File: src/rtl/freq_band_detector.sv
// rtl/freq_band_detector.sv - beacon frequency band detector
// Counts synchronized rising edges of `signal` over a fixed gate window and classifies the count.
module freq_band_detector #(
  parameter int GATE_CYCLES = 10000000,
  parameter int F1_EDGES    = 100,
  parameter int F2_EDGES    = 200,
  parameter int F3_EDGES    = 300,
  parameter int TOL         = 10,
  parameter int CNT_W       = 16
) (
  input  logic       clk,
  input  logic       rst_n,
  input  logic       signal,
  output logic       oneK,
  output logic       twoK,
  output logic       threeK,
  output logic [1:0] first_intersection,
  output logic       valid
);

  localparam int WC_W = (GATE_CYCLES > 1) ? $clog2(GATE_CYCLES) : 1;
  localparam logic [WC_W-1:0]  WC_LAST = WC_W'(GATE_CYCLES - 1);
  localparam logic [CNT_W-1:0] CNT_MAX = {CNT_W{1'b1}};

  // Band bounds are clamped at zero so a tolerance wider than the nominal count stays sane.
  localparam logic [31:0] F1_LO = (F1_EDGES > TOL) ? 32'(F1_EDGES - TOL) : 32'd0;
  localparam logic [31:0] F1_HI = 32'(F1_EDGES + TOL);
  localparam logic [31:0] F2_LO = (F2_EDGES > TOL) ? 32'(F2_EDGES - TOL) : 32'd0;
  localparam logic [31:0] F2_HI = 32'(F2_EDGES + TOL);
  localparam logic [31:0] F3_LO = (F3_EDGES > TOL) ? 32'(F3_EDGES - TOL) : 32'd0;
  localparam logic [31:0] F3_HI = 32'(F3_EDGES + TOL);

  logic             sync1_q, sync2_q, sync3_q;
  logic [WC_W-1:0]  wc_q, wc_d;
  logic [CNT_W-1:0] edge_cnt_q, edge_cnt_d;
  logic [CNT_W-1:0] total;
  logic [31:0]      total_ext;
  logic [2:0]       flags_q, flags_d;
  logic [1:0]       band_d;
  logic [1:0]       first_q, first_d;
  logic             valid_q;
  logic             rise;
  logic             close;

  assign rise  = sync2_q & ~sync3_q;
  assign close = (wc_q == WC_LAST);

  always_comb begin
    total = edge_cnt_q;
    if (rise && (edge_cnt_q != CNT_MAX)) begin
      total = edge_cnt_q + 1'b1;
    end
    total_ext = 32'(total);

    wc_d       = close ? '0 : wc_q + 1'b1;
    edge_cnt_d = close ? '0 : total;

    if ((total_ext >= F1_LO) && (total_ext <= F1_HI)) begin
      band_d = 2'd1;
    end else if ((total_ext >= F2_LO) && (total_ext <= F2_HI)) begin
      band_d = 2'd2;
    end else if ((total_ext >= F3_LO) && (total_ext <= F3_HI)) begin
      band_d = 2'd3;
    end else begin
      band_d = 2'd0;
    end

    flags_d = flags_q;
    first_d = first_q;
    if (close) begin
      case (band_d)
        2'd1:    flags_d = 3'b001;
        2'd2:    flags_d = 3'b010;
        2'd3:    flags_d = 3'b100;
        default: flags_d = 3'b000;
      endcase
      if ((first_q == 2'd0) && (band_d != 2'd0)) begin
        first_d = band_d;
      end
    end
  end

  always_ff @(posedge clk) begin
    if (!rst_n) begin
      sync1_q    <= 1'b0;
      sync2_q    <= 1'b0;
      sync3_q    <= 1'b0;
      wc_q       <= '0;
      edge_cnt_q <= '0;
      flags_q    <= 3'b000;
      first_q    <= 2'd0;
      valid_q    <= 1'b0;
    end else begin
      sync1_q    <= signal;
      sync2_q    <= sync1_q;
      sync3_q    <= sync2_q;
      wc_q       <= wc_d;
      edge_cnt_q <= edge_cnt_d;
      flags_q    <= flags_d;
      first_q    <= first_d;
      valid_q    <= close;
    end
  end

  assign oneK               = flags_q[0];
  assign twoK               = flags_q[1];
  assign threeK             = flags_q[2];
  assign first_intersection = first_q;
  assign valid              = valid_q;

endmodule

File: config.mk
export PLATFORM = sky130hd
export DESIGN_NAME = freq_band_detector
export DESIGN_NICKNAME = d
export VERILOG_FILES = /design/src/rtl/freq_band_detector.sv
export SDC_FILE = /design/constraint.sdc
export NUM_CORES = 1
export LEC_CHECK = 0
export CAP_MARGIN = 25
export CORE_MARGIN = 3
export CORE_UTILIZATION = 45
export DETAILED_ROUTE_END_ITERATION = 8
export GPL_ROUTABILITY_DRIVEN = 1
export SLEW_MARGIN = 20
export SYNTH_ARGS = -nofsm -noshare
export SYNTH_HDL_FRONTEND = slang
export SYNTH_SLANG_ARGS = --single-unit
export TNS_END_PERCENT = 100
File: constraint.sdc
create_clock -name clk -period 2.8 [get_ports clk]
set_input_delay 0.7 -clock clk [delete_from_list [all_inputs] [get_ports clk]]
set_output_delay 0.7 -clock clk [all_outputs]
set_load 0.02 [all_outputs]
==> results.cfg <==
[critical_path]
required_ps = 3030
cp-start-kind = register
endpoint_kind = register
cp.arrival_ps = 2890
cp_max_fo = 6
critPathKind = register to register

[outcome]
status = completed

[yosys]
synth_area_leader_cell = dfxtp_1
yosysWarnings = 0
synthTopCellsByArea = dfxtp_1 (38%), nor2_1 (8.7%), xor2_1 (7.1%)
ys_ff_latch = 49
ys.flop_type = dfxtp_1
synth_edf_count = 0
syn-num-nets = 319
ys_seq_area_share_pct = 37.95
syn_avg_cell_area_um2 = 8.232
yosysUniqueCellTypes = 55
synth_area_um2 = 2585
netlist_instances = 314
yosysTopAreaCellShare_pct = 37.95
async_flop_share_pct = 0

[global_route]
grt_start_max_net_pins = 31
grt_antenna_before_repair = 0
grt-ovfl-total = 0
grt_pass1_vias = 2057
track_usage_pct = 17.69
grt_pass1_wl_um = 9294

[clock_tree]
cts_buffer_depth = 2
path_clk_slew_ps = 100
cts.sinks = 49
clk_latency_ps = 310
ctsHoldBuffers = 0
cts_tree = built
cts-buffers-inserted = 5
root_buffer = clkbuf_8
htree_levels = 2

[timing]
period_needed_ps = 2662
post-route-period-util_pct = 95.06
fmax_mhz = 375.7
worst_slew_pin_slew_ps = 537.4
slew_headroom_pct = 64.04
worst_slack_ps = 138.3
tns_ps = 0
slew_violations = 0
rsz0062_at_grt = false
clock_skew_ps = 6.828
setup_viol = 0
hold_viol_final = 0

[placement]
placed_cells = 391
gp_congestion = 0.8908
dp_slack_ps = 189.0
dp_hpwl_um = 3919
port_buffers = 8

[floorplan]
die_y_um = 81.79
rows = 26
core-area_um2 = 5335
die_w_um = 81.79
io-pin-count = 9
start_util_pct = 48.45
dieArea_um2 = 6690

[pwr]
p_leak_uw = 0.001051
powerDensity_nw_per_um2 = 416.7
peakVddDrop_v = 0.0002163

[layout]
n_fill_cell = 526
drive_above_1_share_pct = 10.91
area_delta_synth_final_pct = 12.00
regArea_um2 = 982.2
fin_nets = 334
final_common_cell = nor2_1
diodes = 0
final_cell_mix = nor2_1 (60), dfxtp_1 (48), nand2_1 (23), xor2_1 (21), nand3_1 (19)
multi_input_area_um2 = 1515
finalNonFillerCells = 400
fin_util_pct = 54.27

[routing]
vias = 2176
remaining_drc_errors = 0
wirelength_um = 5420
drtAntennaViolNets = 0
wl_per_cell_um = 13.55
dr.first_iter.drc_count = 137
dr.pass1.iters = 4
via_per_inst = 5.440

[worst_hold_path]
hp-class = register to register

[flow_run]
maxCapViolCount = 0
## where the power goes
group,total [µW],internal [µW],switching [µW]
sequential,710,703,6.62
combinational,38.7,15.6,23.0
clock,458,187,271
total,1210,905,301
## metrics by stage
stage / total power (µW) / hold slack (ps) / cell area (µm²)
finish: 1206 / 450.5 / 2895
global route: 1253 / 470.2 / 2895
CTS: 1221 / 451.1 / 2882
detailed placement: 764.5 / 425.3 / 2779
global placement: 764.1 / 415.5 / 2779
floorplan: 752.0 / 411.9 / 2585
## metal layers
| metal | up-vias | global-route usage, % | part of all wire (%) |
|---|---|---|---|
| met4 | 0 | 6.312 | 1.4 |
| met2 | 49 | 30.61 | 47 |
| met5 | - | 0 | 0 |
| li1 | 1115 | - | - |
| met3 | 8 | 3.180 | 3.3 |
| met1 | 1004 | 21.87 | 48 |
## flip-flops by register name, summed over array words and instances, names as in the netlist
| signal | count |
|---|---|
| edge_cnt_q | 16 |
| first_intersection | 2 |
| flags_q | 3 |
| sync1_q | 1 |
| sync2_q | 1 |
| sync3_q | 1 |
| valid | 1 |
| wc_q | 24 |
## worst paths after layout
check / end / cells after the start / start / slack, ps
min: sync2_q$_SDFF_PN0_ / 1 / sync1_q$_SDFF_PN0_ / 450
max reg2reg: first_intersection[1]$_SDFFE_PN0P_ / 9 / edge_cnt_q[0]$_SDFF_PP0_ / 140
max: first_intersection[1]$_SDFFE_PN0P_ / 9 / edge_cnt_q[0]$_SDFF_PP0_ / 140
min reg2reg: sync2_q$_SDFF_PN0_ / 1 / sync1_q$_SDFF_PN0_ / 450
## cells by family after synthesis
family | share of synthesized area [%]
flops | 37.95
xor+xnor | 12.54
simple gates | 34.71
compound gates | 8.664
buf+inv | 3.630
mux | 1.549
fa+ha+maj | 0.9679
## what timing repair did
item	CTS	global route
setup buffers	0	1
endpoints found under the setup margin	0	3
gates resized for setup	0	2
endpoints found under the hold margin	0	0
## cells in the mapped netlist, types with 4 or more instances
master,count
nor2_1,60
dfxtp_1,49
nand2_1,23
xor2_1,21
nand3_1,19
xnor2_1,16
nand4_1,12
and2_1,8
inv_1,8
clkbuf_1,7
nor2b_1,7
and3_1,6
a21oi_1,5
nor3_1,5
o21ai_0,5
mux2i_1,4
o22ai_1,4
## cell type report
type | instances | share of cell area [%]
tap | 70 | 3.025
inverter | 8 | 1.037
sequential | 49 | 33.92
multi-input combinational | 244 | 52.33
timing repair buffer | 21 | 6.137
clock buffer | 5 | 2.377
clock inverter | 3 | 1.167
## worst max-delay path, cell delays in order, from the launching register on
cell and delay, ps:
dfxtp_1 440, ha_1 220, and4_2 250, nand4_2 180, and3_1 270, xor2_1 180
o211a_1 240, or4_4 480, a21boi_1 150, o31ai_2 180
No activity file was read; power rests on OpenSTA's default activity.
==> variant (config.mk and constraints unchanged) <==
Take the reset off `wc_q` and load it in a clocked block of its own.
--- a/src/rtl/freq_band_detector.sv
+++ b/src/rtl/freq_band_detector.sv
@@ -85,7 +85,6 @@
       sync1_q    <= 1'b0;
       sync2_q    <= 1'b0;
       sync3_q    <= 1'b0;
-      wc_q       <= '0;
       edge_cnt_q <= '0;
       flags_q    <= 3'b000;
       first_q    <= 2'd0;
@@ -94,12 +93,15 @@
       sync1_q    <= signal;
       sync2_q    <= sync1_q;
       sync3_q    <= sync2_q;
-      wc_q       <= wc_d;
       edge_cnt_q <= edge_cnt_d;
       flags_q    <= flags_d;
       first_q    <= first_d;
       valid_q    <= close;
     end
+  end
+
+  always_ff @(posedge clk) begin
+    wc_q <= wc_d;
   end
 
   assign oneK               = flags_q[0];
Behaviour: no difference found for any inputs over 10 cycles, from zero or initial values and one cycle with rst_n low; that may be too few to reach the edited logic, so the function may still have changed.
==> variant against the original RTL <==
Global-route usage shrank 1.2 points. First-iteration DRC count shrank 0.73%. Critical path type unchanged. Area after synthesis grew 2.8%. Setup slack gained 100 ps. Final area grew 0.69%. Largest cell class unchanged. Wire length is essentially flat. Sequential cell count is the same.
Power is not compared: it rests on default switching activity, and its combinational part moved more than twofold at a synthesized area within 25%.
==> variant: results (changes against the original RTL) <==
Outcome
  • Run status: complete, no violations

Global route
  • GR Layer Usage met1: 21.6% (-0.24 points)
  • GR Util All Layers: 16.5% (-1.2 points)
  • Met3 track demand over resource: 2.78% (-0.40 points)
  • First-pass GRT wire length: 9430 um (+1.5%)
  • M2 GR Usage: 26.9% (-3.7 points)
  • Initial antenna violation count: 0 (unchanged)

Synth
  • Synth Area in XOR/XNOR: 10.5% (-2.0 points)
  • Net count after synthesis: 311 (-2.5%)
  • Fraction of registers with async set/reset: 0% (unchanged)
  • Synth Area in Compound Gates: 13.1% (+4.5 points)
  • Mapped cell area: 2660 um2 (+2.8%)
  • Post-synthesis adder-cell area fraction: 0.942% (-0.026 points)
  • Synth area leaders: dfxtp_1, xnor2_1, nor2_1
  • Synth Area per Inst: 8.68 um2 (+5.5%)
  • Mux contribution to synthesized area: 1.22% (-0.32 points)
  • Top post-synthesis cells by count: dfxtp_1, nor2_1, nand2_1, xnor2_1, nand3_1
  • Unique masters post-synth: 58 (+5.5%)

Placed design
  • Setup slack at placement: 278 ps (+88.7 ps)
  • Placed cell area: 2810 um2 (+1.1%)
  • Dpl hpwl: 4000 um (+1.9%)
  • Dpl cells: 379 (-3.1%)

Finish
  • Multi-In Gates: 235 (-3.7%)
  • Area growth, synth to finish: 9.70%
  • Clock network share of area: 3.43% (-0.11 points)
  • Data buffer area share: 5.58% (-0.56 points)
  • Multi-input gate area: 1570 um2 (+3.4%)
  • Nets: 319 (-4.5%)
  • Storage cell area: 981 um2 (-0.13%)
  • Fillers: 564 (+7.2%)

Drt
  • WL final: 5420 um (about the same)
  • WL met1: 2560 um (-1.6%)
  • Vias per cell: 5.59 (+2.8%)
  • Met2 WL: 2540 um (-0.63%)

Worst setup path
  • Slowest stage cell on the critical path: or4_1
  • Crit path from: edge_cnt_q[13]$_SDFF_PP0_
  • R2r startpoint: edge_cnt_q[13]$_SDFF_PP0_
  • CP max FO: 7 (+1)
  • Reg2Reg Depth: 7 (-2)

Timing
  • Final Skew: 9.60 ps (+2.77 ps)
## variant: changes by cell type after synthesis, sizes merged, moves of 4 or more
cell    unedited run  this run
nor2              60        31
xor2              21        10
buf                5        13
and3               7        14
a21oi              5        11
nor4               2         8
xnor2             16        22
a211oi             0         4
inv                8         4
## variant: power by group through the flow
stage / sequential (mW) / clock [mW] / combinational, mW
after floorplan: 0.715 / 0 / 0.00765
after global placement: 0.715 / 0 / 0.0147
after detailed placement: 0.715 / 0 / 0.0146
after CTS: 0.699 / 0.471 / 0.0147
after global routing: 0.699 / 0.487 / 0.0164
final: 0.699 / 0.450 / 0.0148
## variant: path summary, 6_finish.rpt
path	to	slack [ps]
worst min-delay path	sync2_q$_SDFF_PN0_	440
worst max register to register	flags_q[0]$_SDFFE_PN0P_	240
worst min register to register	sync2_q$_SDFF_PN0_	440
worst max-delay path	flags_q[0]$_SDFFE_PN0P_	240
